$ cat src/rtl/wb_bram_pkg.sv
// Shared types and constants for the user-area Wishbone slaves.
// Only address-window bytes and bus widths live here; there is no logic.
package wb_bram_pkg;

    typedef enum logic [1:0] {
        IDLE = 2'd0,
        WAIT = 2'd1,
        ACK  = 2'd2,
        TURN = 2'd3
    } state_t;

    localparam logic [7:0] USER_BRAM_BASE_HI = 8'h38;
    localparam logic [7:0] USER_UART_BASE_HI = 8'h30;

    localparam int WB_DW   = 32;
    localparam int WB_SELW = 4;

endpackage

$ cat src/rtl/wb_bram_ctrl.sv
// Wishbone slave to single-port BRAM: programmable wait states, one-shot BRAM access, byte-lane writes, oob ack.
// Ack DELAYS+1 cycles after the request is first seen; a strobe drop aborts, and a TURN cycle separates transactions.
module wb_bram_ctrl
    import wb_bram_pkg::*;
#(
    parameter int         DELAYS  = 10,
    parameter int         ADDR_W  = 10,
    parameter logic [7:0] BASE_HI = USER_BRAM_BASE_HI
) (
    input  logic                wb_clk_i,
    input  logic                wb_rst_i,
    input  logic                wbs_cyc_i,
    input  logic                wbs_stb_i,
    input  logic                wbs_we_i,
    input  logic [WB_SELW-1:0]  wbs_sel_i,
    input  logic [WB_DW-1:0]    wbs_dat_i,
    input  logic [31:0]         wbs_adr_i,
    output logic                wbs_ack_o,
    output logic [WB_DW-1:0]    wbs_dat_o,
    output logic                bram_en_o,
    output logic [WB_SELW-1:0]  bram_we_o,
    output logic [ADDR_W-1:0]   bram_addr_o,
    output logic [WB_DW-1:0]    bram_wdata_o,
    input  logic [WB_DW-1:0]    bram_rdata_i,
    output logic                oob_o,
    output logic                busy_o
);

    localparam logic [7:0] LAST_CNT = 8'(DELAYS - 1);

    state_t               state_q, state_d;
    logic [7:0]           cnt_q, cnt_d;
    logic [ADDR_W-1:0]    addr_q, addr_d;
    logic                 we_q, we_d;
    logic [WB_SELW-1:0]   sel_q, sel_d;
    logic [WB_DW-1:0]     wdat_q, wdat_d;
    logic                 oob_q, oob_d;

    logic valid;
    logic oob;
    logic unused_adr;

    assign valid      = wbs_cyc_i & wbs_stb_i & (wbs_adr_i[31:24] == BASE_HI);
    assign oob        = |wbs_adr_i[23:ADDR_W+2];
    assign unused_adr = ^wbs_adr_i[1:0];

    always_ff @(posedge wb_clk_i) begin
        if (wb_rst_i) begin
            state_q <= IDLE;
            cnt_q   <= 8'd0;
            addr_q  <= '0;
            we_q    <= 1'b0;
            sel_q   <= '0;
            wdat_q  <= '0;
            oob_q   <= 1'b0;
        end else begin
            state_q <= state_d;
            cnt_q   <= cnt_d;
            addr_q  <= addr_d;
            we_q    <= we_d;
            sel_q   <= sel_d;
            wdat_q  <= wdat_d;
            oob_q   <= oob_d;
        end
    end

    always_comb begin
        state_d = state_q;
        cnt_d   = cnt_q;
        addr_d  = addr_q;
        we_d    = we_q;
        sel_d   = sel_q;
        wdat_d  = wdat_q;
        oob_d   = oob_q;
        case (state_q)
            IDLE: begin
                if (valid) begin
                    addr_d  = wbs_adr_i[ADDR_W+1:2];
                    we_d    = wbs_we_i;
                    sel_d   = wbs_sel_i;
                    wdat_d  = wbs_dat_i;
                    oob_d   = oob;
                    cnt_d   = 8'd0;
                    state_d = WAIT;
                end
            end
            WAIT: begin
                cnt_d = cnt_q + 8'd1;
                // A dropped strobe wins even on the access cycle.
                if (!valid) begin
                    state_d = IDLE;
                end else if (cnt_q == LAST_CNT) begin
                    state_d = ACK;
                end
            end
            ACK:     state_d = TURN;
            default: state_d = IDLE;
        endcase
    end

    always_comb begin
        wbs_ack_o    = 1'b0;
        wbs_dat_o    = '0;
        oob_o        = 1'b0;
        bram_en_o    = 1'b0;
        bram_we_o    = '0;
        bram_addr_o  = '0;
        bram_wdata_o = '0;
        busy_o       = (state_q != IDLE);
        if (state_q != IDLE) begin
            bram_addr_o  = addr_q;
            bram_wdata_o = wdat_q;
        end
        if (state_q == WAIT && valid && cnt_q == LAST_CNT && !oob_q) begin
            bram_en_o = 1'b1;
            bram_we_o = we_q ? sel_q : '0;
        end
        if (state_q == ACK) begin
            wbs_ack_o = 1'b1;
            oob_o     = oob_q;
            if (!we_q && !oob_q) begin
                wbs_dat_o = bram_rdata_i;
            end
        end
    end

endmodule

$ cat config.mk
export PLATFORM = sky130hd
export DESIGN_NAME = wb_bram_ctrl
export DESIGN_NICKNAME = d
export VERILOG_FILES = /design/src/rtl/wb_bram_pkg.sv /design/src/rtl/wb_bram_ctrl.sv
export SDC_FILE = /design/constraint.sdc
export NUM_CORES = 1
export LEC_CHECK = 0
export ABC_CLOCK_PERIOD_IN_PS = 3200
export CAP_MARGIN = 20
export CORE_MARGIN = 5
export CORE_UTILIZATION = 39
export DETAILED_ROUTE_END_ITERATION = 8
export GPL_TIMING_DRIVEN = 0
export PLACE_DENSITY = 0.87
export SLEW_MARGIN = 20
export SYNTH_ARGS = -nofsm -noshare
export SYNTH_HDL_FRONTEND = slang
export SYNTH_SLANG_ARGS = --single-unit
$ cat constraint.sdc
create_clock -name wb_clk_i -period 3.2 [get_ports wb_clk_i]
set_input_delay 0.32 -clock wb_clk_i [delete_from_list [all_inputs] [get_ports wb_clk_i]]
set_output_delay 0.32 -clock wb_clk_i [all_outputs]
set_load 0.005 [all_outputs]
==> metrics.md <==
| Metric | Value |
|---|---|
| CTS Buffer Depth | `2` |
| CTS Buf Count | `9` |
| Largest net degree at the start of global routing | `11` |
| I/O pin count | `~190` |
| Clock Power Share | `0.468` |
| Top cell type's share of synthesized area | `0.4145` |
| RSZ-0062 raised after global routing | `false` |
| Setup_tns | `0 ns` |
| Sink Count | `58` |
| Crit path kind | `input port to output port` |
| Syn_area_per_cell | `7.551 sq um` |
| Hold Crit Class | `register to register` |
| Crit share post-route | `0.9259` |
| # diodes | `0` |
| Netlist cell types | `33` |
| Total gr overflow | `0` |
| Utilization after layout | `0.7214` |
| Via density | `4.848` |
| Synth Flop Type | `dfxtp_1` |
| Port bufs | `183` |
| CORE AREA | `slightly below 0.007 sq mm` |
| Most used cell, CP | `clkdlybuf4s50_1` |
| Final ANT Viol Nets | `0` |
| WP data arrival | `2.64 ns` |
| Share of post-route cells with drive strength above 1 | `0.05263` |
| Post-CTS setup buffers | `0` |
| LEAKAGE | `1.768 nW` |
| Max_slew headroom | `0.6000` |
| # setup viols final | `0` |
| Ranking of synthesized cells by area | `dfxtp_1 41%, and2_1 18%, nand2_1 13%` |
| First-pass DRT Iterations | `4` |
| Pre-CTS setup slack | `0.2364 ns` |
| Worst hold slack | `roughly 0.45 ns` |
| Slew of the pin with the lowest slew margin | `0.5955 ns` |
| Crit path buf inv count | `2` |
| Site Rows | `30` |
| Post-synth EDFFs | `0` |
| Synthesized flop and latch total | `just under 60` |
| Minimum clock period | `approximately 3.0 ns` |
| Via count of the routed design | `3229` |
| Syn Nets | `~480` |
| Chip Height | `94.76 microns` |
| Switch Pwr | `312.9 uW` |
| Synth-to-layout area growth | `77.85%` |
| Slew Viols, Final | `0` |
| Initial antenna violation count | `0` |
| Worst Path Required | `around 2.9 ns` |
| Crit-path max cell delay | `between 0.5 and 0.6 ns` |
| Post_cts resized | `0` |
| Cell count after synthesis | `371` |
| Pwr Density | `326.8 mW/mm^2` |
| Maxcap violations | `0` |
| CP Launch Type | `input port` |
| Crit-path cells | `clkdlybuf4s50_1 > or4b_4 > nor3_1 > and4_1 > and2_1 > clkdlybuf4s50_1` |
| Combinational share of power | `0.088` |
| Async S/R FF share, synth | `0` |
| TritonCTS clock tree | `done` |
| Post-Syn Area | `0.002801 sq mm` |
| Fin nets | `~670` |
| Power share of the sequential group | `0.444` |
| Sequential share of the synthesized area | `0.4145` |
| Final wirelength | `10480 microns` |
| Final worst setup slack | `0.2370 ns` |
| Total GRT Usage | `0.2291` |
| Worst IR drop on VDD | `about 0.00021 V` |
| CTS H-Tree Depth | `3` |
| Peak Freq | `between 0.3 and 0.4 GHz` |
| CTS clk-pin slew, worst paths | `0.07 ns` |
| Die outline width | `94.76 microns` |
| DP HPWL | `between 8000 and 9000 microns` |
| Root Driver | `clkbuf_8` |
| Sw Share | `0.1922` |
| Residual DRC count | `0` |
| Final Power | `1.628 mW` |
| Die area | `0.008979 sq mm` |
| Fillcell total | `565` |
| Final Hold Vio Count | `0` |
| CP delay by family, top | `simple AND/OR/NAND/NOR gates` |
| Setup Skew | `0.007412 ns` |
| Internal power | `between 1 and 1.5 mW` |
| Synth Warn # | `0` |
| Status | `finished, final reports clean` |
| Starting DRT DRC Count | `132` |
| Initial Util | `0.4056` |
| Number of global-route vias before repair | `3264` |
| Post-CTS Hold Buffers | `0` |
| Wire length per cell | `between 15 and 20 microns` |
| Cell accounting for the most synthesized area | `dfxtp_1` |
| Crit-path max FO | `4` |
| Worst skew pair latency | `0.33 ns` |
| RD Place Congestion | `0.8442` |
| Slowest CP cell | `or4b_4` |
| Setup crit end kind | `output port` |
| First-pass GRT wire length | `15700 microns` |
[cell usage after synthesis (2+ instances only)]
master,number
nand2_1,98
and2_1,79
dfxtp_1,58
a21oi_1,52
clkbuf_1,17
nand3_1,8
nor2_1,8
nor3_1,6
buf_4,5
buf_6,4
nor4_1,3
or2_2,3
a311oi_1,2
and3_1,2
and4_1,2
ha_1,2
inv_1,2
nand2b_1,2
nand4b_1,2
o21ai_0,2
o31ai_1,2
[path summary, 6_finish.rpt]
path / from / endpoint / slack [ns] / depth (start not counted)
min: sel_q[1] / sel_q[1] / 0.45 / 2
min reg2reg: sel_q[1] / sel_q[1] / 0.45 / 2
max: wbs_adr_i[25] / bram_we_o[0] / 0.24 / 6
max reg2reg: state_q[1] / sel_q[3] / 1.29 / 7
[metrics by stage]
stage               instances  instance area, sq um
finish                    666                  4982
CTS                       666                  4982
floorplan                 371                  2801
detailed placement        650                  4753
global route              666                  4982
global placement          650                  4753
[cell families (layout without fill, tap and decap cells)]
| family | after synthesis | after routing | synth area share |
|---|---|---|---|
| AO/OA/AOI/OAI | 61 | 61 | 0.1161 |
| adder cells (fa/ha/maj) | 2 | 2 | 0.008931 |
| buffers and inverters | 29 | 228 | 0.05672 |
| flip-flops | 58 | 58 | 0.4145 |
| AND/OR/NAND/NOR | 221 | 221 | 0.4038 |
[worst min-delay path, delay by kind of cell, from the launching register on]
family / cells / cell delay (ns)
and+or+nand+nor: 1 / 0.05
DFF: 1 / 0.31
AOI/OAI and AO/OA: 1 / 0.05
[layout make-up]
cell class	count	area [sq um]	share of cell area
Timing Repair Buffer	183	1832	0.3677
Multi-Input combinational cell	284	1481	0.2973
Sequential cell	58	1161	0.2330
Clock buffer	12	155.1	0.03114
Buffer	27	151.4	0.03039
Tap cell	96	120.1	0.02411
Clock inverter	4	73.82	0.01482
Inverter	2	7.507	0.001507
[layout by cell type, fill, tap and decap left out, types with 2 or more instances in the layout]
cell type          n
a21oi_1           52
a311oi_1           2
and2_1            79
and3_1             2
and4_1             2
buf_4              5
buf_6              4
bufinv_16          2
clkbuf_1          18
clkbuf_8          11
clkdlybuf4s50_1  183
dfxtp_1           58
ha_1               2
inv_1              2
nand2_1           98
nand2b_1           2
nand3_1            8
nand4b_1           2
nor2_1             8
nor3_1             6
nor4_1             3
o21ai_0            2
o31ai_1            2
or2_2              3
[power by group through the flow]
stage	registers (mW)	logic (mW)	clock network, mW
final	0.722	0.144	0.762
after global routing	0.722	0.152	0.803
after CTS	0.722	0.145	0.772
after detailed placement	0.739	0.144	0
after global placement	0.739	0.142	0
after floorplan	0.739	0.0153	0
[registers in the layout (all words and copies together), names as in the netlist]
name and count:
addr_q 10, cnt_q 8, oob_q 1, sel_q 4
state_q 2, wdat_q 32, we_q 1
[layer usage]
| layer | wire (microns) | GRT usage | vias to the layer above |
|---|---|---|---|
| met1 | 3585 | 0.2281 | 1458 |
| li1 | - | - | 1595 |
| met5 | 0 | 0 | - |
| met3 | 1346 | 0.1020 | 13 |
| met4 | 233 | 0.08173 | 0 |
| met2 | 5311 | 0.4187 | 163 |
No activity file was read; power rests on OpenSTA's default activity.
